$ cat src/rtl/tcm_boot_loader_if.sv
// rtl/tcm_boot_loader_if.sv - Image byte stream and TCM write-port bundle for the boot loader
// Purpose: carries the boot image byte stream into the loader and the loader's
// word writes out to the TCM data port.
// Signals:
//   load_start_i           image source -> loader  one-cycle start pulse
//   load_data_i[7:0]       image source -> loader  image byte, little-endian
//   load_valid_i           image source -> loader  load_data_i is valid
//   load_ready_o           loader -> image source  byte taken this cycle
//   mem_d_addr_o[31:0]     loader -> TCM           write byte address
//   mem_d_data_wr_o[31:0]  loader -> TCM           write data
//   mem_d_wr_o[3:0]        loader -> TCM           byte write strobes
//   mem_d_rd_o             loader -> TCM           read request (unused, 0)
//   mem_d_req_tag_o[10:0]  loader -> TCM           request tag
//   mem_d_accept_i         TCM -> loader           request accepted
//   mem_d_ack_i            TCM -> loader           write completion
//   mem_d_error_i          TCM -> loader           completion error
// modport master: the loader.  modport slave: image source and TCM.
interface tcm_boot_loader_if;
   logic        load_start_i;
   logic [7:0]  load_data_i;
   logic        load_valid_i;
   logic        load_ready_o;
   logic [31:0] mem_d_addr_o;
   logic [31:0] mem_d_data_wr_o;
   logic [3:0]  mem_d_wr_o;
   logic        mem_d_rd_o;
   logic [10:0] mem_d_req_tag_o;
   logic        mem_d_accept_i;
   logic        mem_d_ack_i;
   logic        mem_d_error_i;

   modport master (
      input  load_start_i, load_data_i, load_valid_i,
      output load_ready_o,
      output mem_d_addr_o, mem_d_data_wr_o, mem_d_wr_o, mem_d_rd_o, mem_d_req_tag_o,
      input  mem_d_accept_i, mem_d_ack_i, mem_d_error_i
   );

   modport slave (
      output load_start_i, load_data_i, load_valid_i,
      input  load_ready_o,
      input  mem_d_addr_o, mem_d_data_wr_o, mem_d_wr_o, mem_d_rd_o, mem_d_req_tag_o,
      output mem_d_accept_i, mem_d_ack_i, mem_d_error_i
   );
endinterface

$ cat src/rtl/tcm_boot_loader.sv
// rtl/tcm_boot_loader.sv - Loads a byte-stream boot image into TCM, then releases the core reset
// Purpose: packs incoming bytes little-endian into 32-bit words, writes each word
// to TCM at BASE_ADDR + 4*index and waits for its completion, then deasserts
// cpu_rst_o once the whole image is written. A write error parks the block in
// ERROR with the core held in reset.
// Ports:
//   clk_i       in   core/TCM clock
//   rst_i       in   asynchronous active-low reset (release synchronised to clk_i)
//   bus         --   tcm_boot_loader_if.master: byte stream in, TCM write port out
//   cpu_rst_o   out  active-high core reset, low only once the image is loaded
//   busy_o      out  load in progress
//   done_o      out  image fully written
//   error_o     out  a write completed with error
module tcm_boot_loader #(
   parameter int unsigned IMAGE_WORDS = 32768,
   parameter logic [31:0] BASE_ADDR   = 32'h00000000
) (
   input  logic              clk_i,
   input  logic              rst_i,
   tcm_boot_loader_if.master bus,
   output logic              cpu_rst_o,
   output logic              busy_o,
   output logic              done_o,
   output logic              error_o
);
   localparam int IDX_W = $clog2(IMAGE_WORDS) + 1;
   localparam logic [IDX_W-1:0] LAST_IDX = IDX_W'(IMAGE_WORDS - 1);

   typedef enum logic [2:0] {
      IDLE,
      COLLECT,
      WRITE,
      WAIT_ACK,
      DONE,
      ERROR
   } state_t;

   state_t           state_q, state_d;
   logic [IDX_W-1:0] idx_q, idx_d;
   logic [1:0]       byte_q, byte_d;
   logic [31:0]      word_q, word_d;
   logic [1:0]       rst_sync_q;
   logic             rst_n_int;
   logic             complete;
   logic [31:0]      idx_ext;

   // Assertion reaches the FSM immediately; release is retimed through two flops.
   always_ff @(posedge clk_i or negedge rst_i) begin
      if (!rst_i) begin
         rst_sync_q <= 2'b00;
      end else begin
         rst_sync_q <= {rst_sync_q[0], 1'b1};
      end
   end

   assign rst_n_int = rst_sync_q[1];

   always_ff @(posedge clk_i or negedge rst_n_int) begin
      if (!rst_n_int) begin
         state_q <= IDLE;
         idx_q   <= '0;
         byte_q  <= 2'd0;
         word_q  <= 32'h0;
      end else begin
         state_q <= state_d;
         idx_q   <= idx_d;
         byte_q  <= byte_d;
         word_q  <= word_d;
      end
   end

   always_comb begin
      state_d  = state_q;
      idx_d    = idx_q;
      byte_d   = byte_q;
      word_d   = word_q;
      complete = 1'b0;

      case (state_q)
         IDLE: begin
            if (bus.load_start_i) begin
               state_d = COLLECT;
               idx_d   = '0;
               byte_d  = 2'd0;
               word_d  = 32'h0;
            end
         end
         COLLECT: begin
            // load_ready_o is 1 throughout COLLECT, so valid alone is the handshake.
            if (bus.load_valid_i) begin
               word_d[{byte_q, 3'b000} +: 8] = bus.load_data_i;
               byte_d = byte_q + 2'd1;
               if (byte_q == 2'd3) begin
                  state_d = WRITE;
               end
            end
         end
         WRITE: begin
            if (bus.mem_d_accept_i) begin
               state_d  = WAIT_ACK;
               // An ack riding on the accept cycle finishes the word right away.
               complete = bus.mem_d_ack_i;
            end
         end
         WAIT_ACK: begin
            complete = bus.mem_d_ack_i;
         end
         default: begin
         end
      endcase

      if (complete) begin
         if (bus.mem_d_error_i) begin
            state_d = ERROR;
         end else if (idx_q == LAST_IDX) begin
            state_d = DONE;
         end else begin
            idx_d   = idx_q + 1'b1;
            state_d = COLLECT;
         end
      end
   end

   assign idx_ext = 32'(idx_q);

   // Address, data and tag are zero outside WRITE so the bus is quiet in reset and idle.
   always_comb begin
      bus.load_ready_o    = (state_q == COLLECT);
      bus.mem_d_wr_o      = 4'h0;
      bus.mem_d_addr_o    = 32'h0;
      bus.mem_d_data_wr_o = 32'h0;
      bus.mem_d_req_tag_o = 11'h0;
      if (state_q == WRITE) begin
         bus.mem_d_wr_o      = 4'hF;
         bus.mem_d_addr_o    = BASE_ADDR + (idx_ext << 2);
         bus.mem_d_data_wr_o = word_q;
         bus.mem_d_req_tag_o = idx_ext[10:0];
      end
   end

   assign bus.mem_d_rd_o = 1'b0;

   assign cpu_rst_o = (state_q != DONE);
   assign busy_o    = (state_q == COLLECT) || (state_q == WRITE) || (state_q == WAIT_ACK);
   assign done_o    = (state_q == DONE);
   assign error_o   = (state_q == ERROR);
endmodule

$ cat src/flat_wrapper.sv
// flat-port wrapper written by rule: the top's interface ports become plain ports
module tcm_boot_loader_flat 
#(
   parameter int unsigned IMAGE_WORDS = 32768,
   parameter logic [31:0] BASE_ADDR   = 32'h00000000
)
  (clk_i, rst_i, cpu_rst_o, busy_o, done_o, error_o, bus_load_start_i, bus_load_data_i, bus_load_valid_i, bus_load_ready_o, bus_mem_d_addr_o, bus_mem_d_data_wr_o, bus_mem_d_wr_o, bus_mem_d_rd_o, bus_mem_d_req_tag_o, bus_mem_d_accept_i, bus_mem_d_ack_i, bus_mem_d_error_i);
  tcm_boot_loader_if bus_i ();
  input  logic clk_i;
  input  logic rst_i;
  output logic cpu_rst_o;
  output logic busy_o;
  output logic done_o;
  output logic error_o;
  input wire logic [$bits(bus_i.load_start_i)-1:0] bus_load_start_i;
  input wire logic [$bits(bus_i.load_data_i)-1:0] bus_load_data_i;
  input wire logic [$bits(bus_i.load_valid_i)-1:0] bus_load_valid_i;
  output wire logic [$bits(bus_i.load_ready_o)-1:0] bus_load_ready_o;
  output wire logic [$bits(bus_i.mem_d_addr_o)-1:0] bus_mem_d_addr_o;
  output wire logic [$bits(bus_i.mem_d_data_wr_o)-1:0] bus_mem_d_data_wr_o;
  output wire logic [$bits(bus_i.mem_d_wr_o)-1:0] bus_mem_d_wr_o;
  output wire logic [$bits(bus_i.mem_d_rd_o)-1:0] bus_mem_d_rd_o;
  output wire logic [$bits(bus_i.mem_d_req_tag_o)-1:0] bus_mem_d_req_tag_o;
  input wire logic [$bits(bus_i.mem_d_accept_i)-1:0] bus_mem_d_accept_i;
  input wire logic [$bits(bus_i.mem_d_ack_i)-1:0] bus_mem_d_ack_i;
  input wire logic [$bits(bus_i.mem_d_error_i)-1:0] bus_mem_d_error_i;
  assign bus_i.load_start_i = bus_load_start_i;
  assign bus_i.load_data_i = bus_load_data_i;
  assign bus_i.load_valid_i = bus_load_valid_i;
  assign bus_load_ready_o = bus_i.load_ready_o;
  assign bus_mem_d_addr_o = bus_i.mem_d_addr_o;
  assign bus_mem_d_data_wr_o = bus_i.mem_d_data_wr_o;
  assign bus_mem_d_wr_o = bus_i.mem_d_wr_o;
  assign bus_mem_d_rd_o = bus_i.mem_d_rd_o;
  assign bus_mem_d_req_tag_o = bus_i.mem_d_req_tag_o;
  assign bus_i.mem_d_accept_i = bus_mem_d_accept_i;
  assign bus_i.mem_d_ack_i = bus_mem_d_ack_i;
  assign bus_i.mem_d_error_i = bus_mem_d_error_i;
  tcm_boot_loader #(.IMAGE_WORDS(IMAGE_WORDS), .BASE_ADDR(BASE_ADDR)) u_core (.clk_i(clk_i), .rst_i(rst_i), .bus(bus_i), .cpu_rst_o(cpu_rst_o), .busy_o(busy_o), .done_o(done_o), .error_o(error_o));
endmodule
$ cat config.mk
export PLATFORM = sky130hd
export DESIGN_NAME = tcm_boot_loader_flat
export DESIGN_NICKNAME = d
export VERILOG_FILES = /design/src/rtl/tcm_boot_loader_if.sv /design/src/rtl/tcm_boot_loader.sv /design/src/flat_wrapper.sv
export SDC_FILE = /design/constraint.sdc
export NUM_CORES = 1
export LEC_CHECK = 0
export CORE_UTILIZATION = 47
export CTS_CLUSTER_SIZE = 12
export DETAILED_ROUTE_END_ITERATION = 7
export HOLD_SLACK_MARGIN = 0.05
export PLACE_DENSITY = 0.91
export SYNTH_ARGS = -nofsm -noshare
export SYNTH_HDL_FRONTEND = slang
export SYNTH_SLANG_ARGS = --single-unit
$ cat constraint.sdc
create_clock -name clk_i -period 2.1 [get_ports clk_i]
set_input_delay 0.525 -clock clk_i [delete_from_list [all_inputs] [get_ports clk_i]]
set_output_delay 0.525 -clock clk_i [all_outputs]
set_load 0.005 [all_outputs]
After elaboration in Yosys (flattened, before gate mapping) --
Cells that the tools add are included. Widths: inputs -> output; s select.
Storage, ports and cells: register bits 55, logic and storage cells 57, output and inout bits 85
Operators by class: shifts and indexed selects 2, add/sub/neg operators 3, multiplexer cells 26, reduce and logical (&&, ||, !) cells 7, equal/unequal tests 14
Operators with widths (count):
- $mux 32 | 3
- $mux 16 | 5
- $pmux 32 s2 | 1
- $bwmux 32 | 1
- $shift 8x7->32 const A | 1
- $shiftx 8x7->32 | 1
- $mux 3 | 7
- $mux 18 | 1
- $add 16x1->16 const B | 1
- $eq 16x15->1 const B | 1
- $mux 11 | 1
- $ne 3x2->1 const B | 3
- $pmux 3 s3 | 1
- $neg 5->7 | 1
- $eq 3x2->1 const B | 2
- $eq 3x3->1 const B | 2
- $reduce_and 5->1 | 1
- $mux 2 | 2
- $mux 4 | 1
- $ne 2x2->1 const B | 2
- $pmux 2 s2 | 1
- $reduce_bool 4->1 | 1
- $eq 3x1->1 const B | 1
- $logic_not 3->1 | 1
- other kinds (9) | 10

Logic depth before layout (Yosys ltp) --
depth in word-level cells 5, gate-level depth with buffers 8

Worst setup path before layout --
OpenSTA, ideal clock, no wires.
path kind reg-to-reg, start register u_core.byte_q[0], end register u_core.word_q[0], data required time 2004 ps, stages on the path, launching flop included 9, path buffers 2, arrival 2093 ps, library setup time 96 ps, setup slack -90 ps, cells stage by stage dfrtp_1 -> clkbuf_1 -> inv_1 -> ha_1 -> or4b_1 -> o211ai_1 -> buf_2 -> nand2_1 -> o31ai_1
On the way: cells in the longest elaborated chain, start to end 5, elaborated cells on any way between the ends 6
RTL lines:
- start: declaration | line tcm_boot_loader.sv:40 | logic [1:0] byte_q, byte_d;
- start signal: assignment | line tcm_boot_loader.sv:67 | byte_q <= byte_d;
- $neg 5->7 * | line tcm_boot_loader.sv:91 | word_d[{byte_q, 3'b000} +: 8] = bus.load_data_i;
- $shiftx 8x7->32 or $shift 8x7->32 (tied branches) | line tcm_boot_loader.sv:91
- $bwmux 32 * | line tcm_boot_loader.sv:91
- $mux 32 * | line tcm_boot_loader.sv:90 | if (bus.load_valid_i) begin
- $pmux 32 s2 * | line tcm_boot_loader.sv:79 | case (state_q)
- end signal: assignment | line tcm_boot_loader.sv:68 | word_q <= word_d;
- end: declaration | line tcm_boot_loader.sv:41 | logic [31:0] word_q, word_d;
Every way passes the cells marked *; elsewhere a longest branch is shown, timed or not. The select of a mux whose other input is x is not followed. A chain may end at the register's enable or synchronous reset.

Worst setup path after layout --
start register u_core.state_q[2], end output port bus_mem_d_req_tag_o[3]
On the way: cells in the longest elaborated chain, start to end 2
RTL lines:
- start: declaration | line tcm_boot_loader.sv:38 | state_t state_q, state_d;
- start signal: assignment | line tcm_boot_loader.sv:65 | state_q <= state_d;
- $eq 3x2->1 | line tcm_boot_loader.sv:133 | if (state_q == WRITE) begin
- $mux 11 | line tcm_boot_loader.sv:133
- end: declaration | line flat_wrapper.sv:23 | output wire logic [$bits(bus_i.mem_d_req_tag_o)-1:0] bus_mem_d_req_tag_o;
No other way between the ends.

==> out/summary.txt <==
=================================================================================
Minimum clock period after layout ..................................     2.181 ns
TritonCTS clock tree ...............................................         done
Max Transition Viols Final .........................................            0
Sum of overflow across all layers after global routing .............            0
Die footprint ......................................................     7212 µm²
Residual antenna-violating net count after detailed routing ........            0
H-tree depth .......................................................            2
Synth warnings .....................................................            0
Vias after detailed routing ........................................         3119
Net total in the final layout ......................................          458
Commonest cells after routing, fill and taps aside ................. dfrtp_1 (52), buf_6 (38), buf_4 (30), and2_4 (28), and2_1 (26)
Number of DRC markers in iteration 0 ...............................          335
Final WS setup .....................................................  -0.08100 ns
Largest net degree at the start of global routing ..................           54
Deepest clock path buffer count ....................................            2
Total GRT Usage ....................................................       27.37%
First-pass GRT wire length .........................................     15.23 mm
I/O pins ...........................................................          100
CP Data Arrival Time ...............................................      1.66 ns
Number of standard-cell rows in the floorplan ......................           29
Clock latency of the later-clocked register in the worst-skew pair .      0.32 ns
Largest driver fanout on the critical path .........................            7
TritonCTS buffer count .............................................            5
Total power divided by cell area ................................... 377.8 nW/µm²
Placed wire-length estimate after detailed placement ...............     5.802 mm
Aggregate routed wire length .......................................     9.883 mm
Floorplan Core Area ................................................     6495 µm²
Clk_skew ...........................................................  0.008681 ns
Kind of start point of the critical path ...........................     register
Detailed-router iteration count before antenna repair ..............            8
Most common library cell in the layout ignoring fill and taps ......      dfrtp_1
Max Clock Freq .....................................................    458.5 MHz
Clock tree root driver cell ........................................     clkbuf_8
Starting density of the core .......................................       49.76%
Placed cell areas ..................................................     4140 µm²
Violations in the final reports .................................... DRC, setup timing
Post-synthesis sequential area ratio ...............................       42.59%
Number of unique standard cell types used by synthesis .............           47
Final weighted congestion in routability-driven placement ..........       0.8825
WL/cell ............................................................     19.15 µm
Overall die height .................................................     84.93 µm
Hold WC Path Type ..................................................  in -> async
Post-synthesis to final-layout area growth .........................       45.61%
Setup violators final ..............................................           37
Leakage power of the design ........................................     2.273 nW
Total inserted antenna cells .......................................            0
Run status ......................................................... complete, but fails checks
Hold buffer count at cts ...........................................            0
Relative slew margins ..............................................       55.50%
Worst-margin pin slew ..............................................    0.6676 ns
Post-synth design cell area ........................................     3232 µm²
Top_reg_cell synth .................................................      dfrtp_1
Max-cap violations .................................................            0
Async set or reset register ratio after synthesis ..................       100.0%
Worst ir drop on vdd ...............................................    0.2614 mV
Hold Vio Cnt, Final ................................................            0
Number of flops mapped to enable cells by yosys ....................            0
Width of the chip ..................................................     84.93 µm
Via density per instance ...........................................        6.045
Share of the clock period used by the worst path after layout ......       103.9%
Number of input and output port buffers inserted ...................           82
Sum of negative setup slack ........................................    -1.815 ns
Post-route DRC .....................................................            7
Clock net sink count ...............................................           55
Fraction of final layout cells with drive strength greater than 1 ..       36.67%
Via count of the first global-routing pass .........................         3068
Antenna violations before repair ...................................            0
Flip-flop and latch count after synthesis ..........................           55
Fin area ...........................................................     4706 µm²
Clk pin slew, worst setup/hold paths ...............................      0.09 ns
Data required time of the critical path ............................      1.57 ns
Setup repair after global routing missed its margin ................         true
Post-synthesis area per instance ...................................    9.676 µm²
Critical path capture point type ...................................   output pin
Gate count after technology mapping ................................          334
Type of the setup path with the least slack ........................   reg -> out
=================================================================================
-- power by group --
group	internal [mW]	switching, mW	leakage, nW
Combinational	0.0418	0.0583	1.48
Clock	0.236	0.361	0.0483
Sequential	1.07	0.0127	0.745
-- path summary, 6_finish.rpt --
kind	start	slack, ns	endpoint	cells after the start
worst max-delay path	u_core.state_q[2]$_DFFE_PN0P_	-0.08	bus_mem_d_req_tag_o[3]	8
worst min-delay path	rst_i	0.36	u_core.rst_sync_q[0]$_DFF_PN0_	1
worst max register to register	u_core.byte_q[1]$_DFFE_PN0P_	0.07	u_core.word_q[5]$_DFFE_PN0P_	7
worst min register to register	u_core.rst_sync_q[0]$_DFF_PN0_	0.37	u_core.rst_sync_q[1]$_DFF_PN0_	0
max in group asynchronous	u_core.rst_sync_q[1]$_DFF_PN0_	1.24	u_core.state_q[0]$_DFFE_PN0P_	1
min in group clk_i	u_core.rst_sync_q[0]$_DFF_PN0_	0.37	u_core.rst_sync_q[1]$_DFF_PN0_	0
-- logic make-up (layout without fill, tap and decap cells) --
family / after synthesis / after routing / share of synthesized area, %
and+or+nand+nor: 135 / 135 / 25.67
buffers and inverters: 62 / 151 / 10.99
DFF: 55 / 55 / 42.59
xor gates and xnor gates: 1 / 1 / 0.2711
adders and majority gates: 5 / 5 / 1.936
muxes: 4 / 4 / 1.278
other: 2 / 18 / 0.2324
AOI/OAI and AO/OA: 70 / 70 / 17.03
-- area by class of cell --
type | instances | area, µm²
fillers | 413 | 1789
multi-input cells | 233 | 1689
repair buffers | 129 | 1400
flip-flops and latches | 55 | 1380
well taps | 77 | 96.34
clock buffers | 5 | 68.82
inverters | 14 | 52.55
clock inverters | 3 | 18.77
-- synthesized netlist by cell type (2+ instances only) --
cell type	number	area, µm²
dfrtp_1	55	1376
and2_1	54	337.8
buf_4	31	232.7
a22o_1	25	219.0
nand2_1	19	71.32
inv_1	13	48.80
clkbuf_1	12	45.04
a221o_1	8	80.08
nand3_1	8	40.04
nor2_1	8	30.03
o21ai_1	8	40.04
o31ai_1	8	60.06
and3_1	6	37.54
nor4_1	6	37.54
buf_2	5	25.02
ha_1	5	62.56
nand4_1	5	31.28
nor3_1	5	25.02
o21ai_0	5	25.02
a31oi_1	4	25.02
and4_1	4	35.03
o211ai_1	4	30.03
mux2i_1	3	30.03
nand4b_1	3	26.28
nor3_2	3	30.03
or4_1	3	22.52
conb_1	2	7.510
nor2b_1	2	12.51
or3_1	2	12.51
-- through the flow --
stage	instances	power [mW]	util (%)	hold WS [ns]	setup WS [ns]
6_report	516	1.778	72.45	0.3584	-0.08100
5_1_grt	516	1.840	72.45	0.3502	-0.1410
4_1_cts	515	1.780	71.14	0.3531	-0.1301
3_5_place_dp	490	1.197	63.74	0.3424	-0.1624
3_3_place_gp	490	1.193	63.74	0.3405	-0.1185
2_1_floorplan	350	1.160	-	0.2294	0.03274
-- state kept, by name, summed over array words and instances, names as in the netlist --
name and cells:
u_core.byte_q 2, u_core.word_q 32, u_core.idx_q 16, u_core.state_q 3
u_core.rst_sync_q 2
-- repair_timing --
item | 4_1_cts | 5_1_grt
cloned | 5 | 2
gates resized for setup | 275 | 37
pin swaps | 16 | 3
setup endpoints to repair | 68 | 88
buffers inserted | 12 | 4
-- worst max-delay path, stage by stage, from the launching register on --
cell,delay (ns)
dfrtp_1,0.40
nand2b_4,0.16
nor2_4,0.10
buf_6,0.11
buf_12,0.10
buf_12,0.10
buf_16,0.12
and2_4,0.16
buf_6,0.09
-- metal layers --
layer  vias up  share of wire (%)  global-route usage, %
met4         0                4.0                  16.95
met2       166                 51                  46.34
met5         -                  0                      0
li1       1364                  -                      -
met3        41                6.2                  4.377
met1      1548                 39                  32.83
No activity file was read; power rests on OpenSTA's default activity.
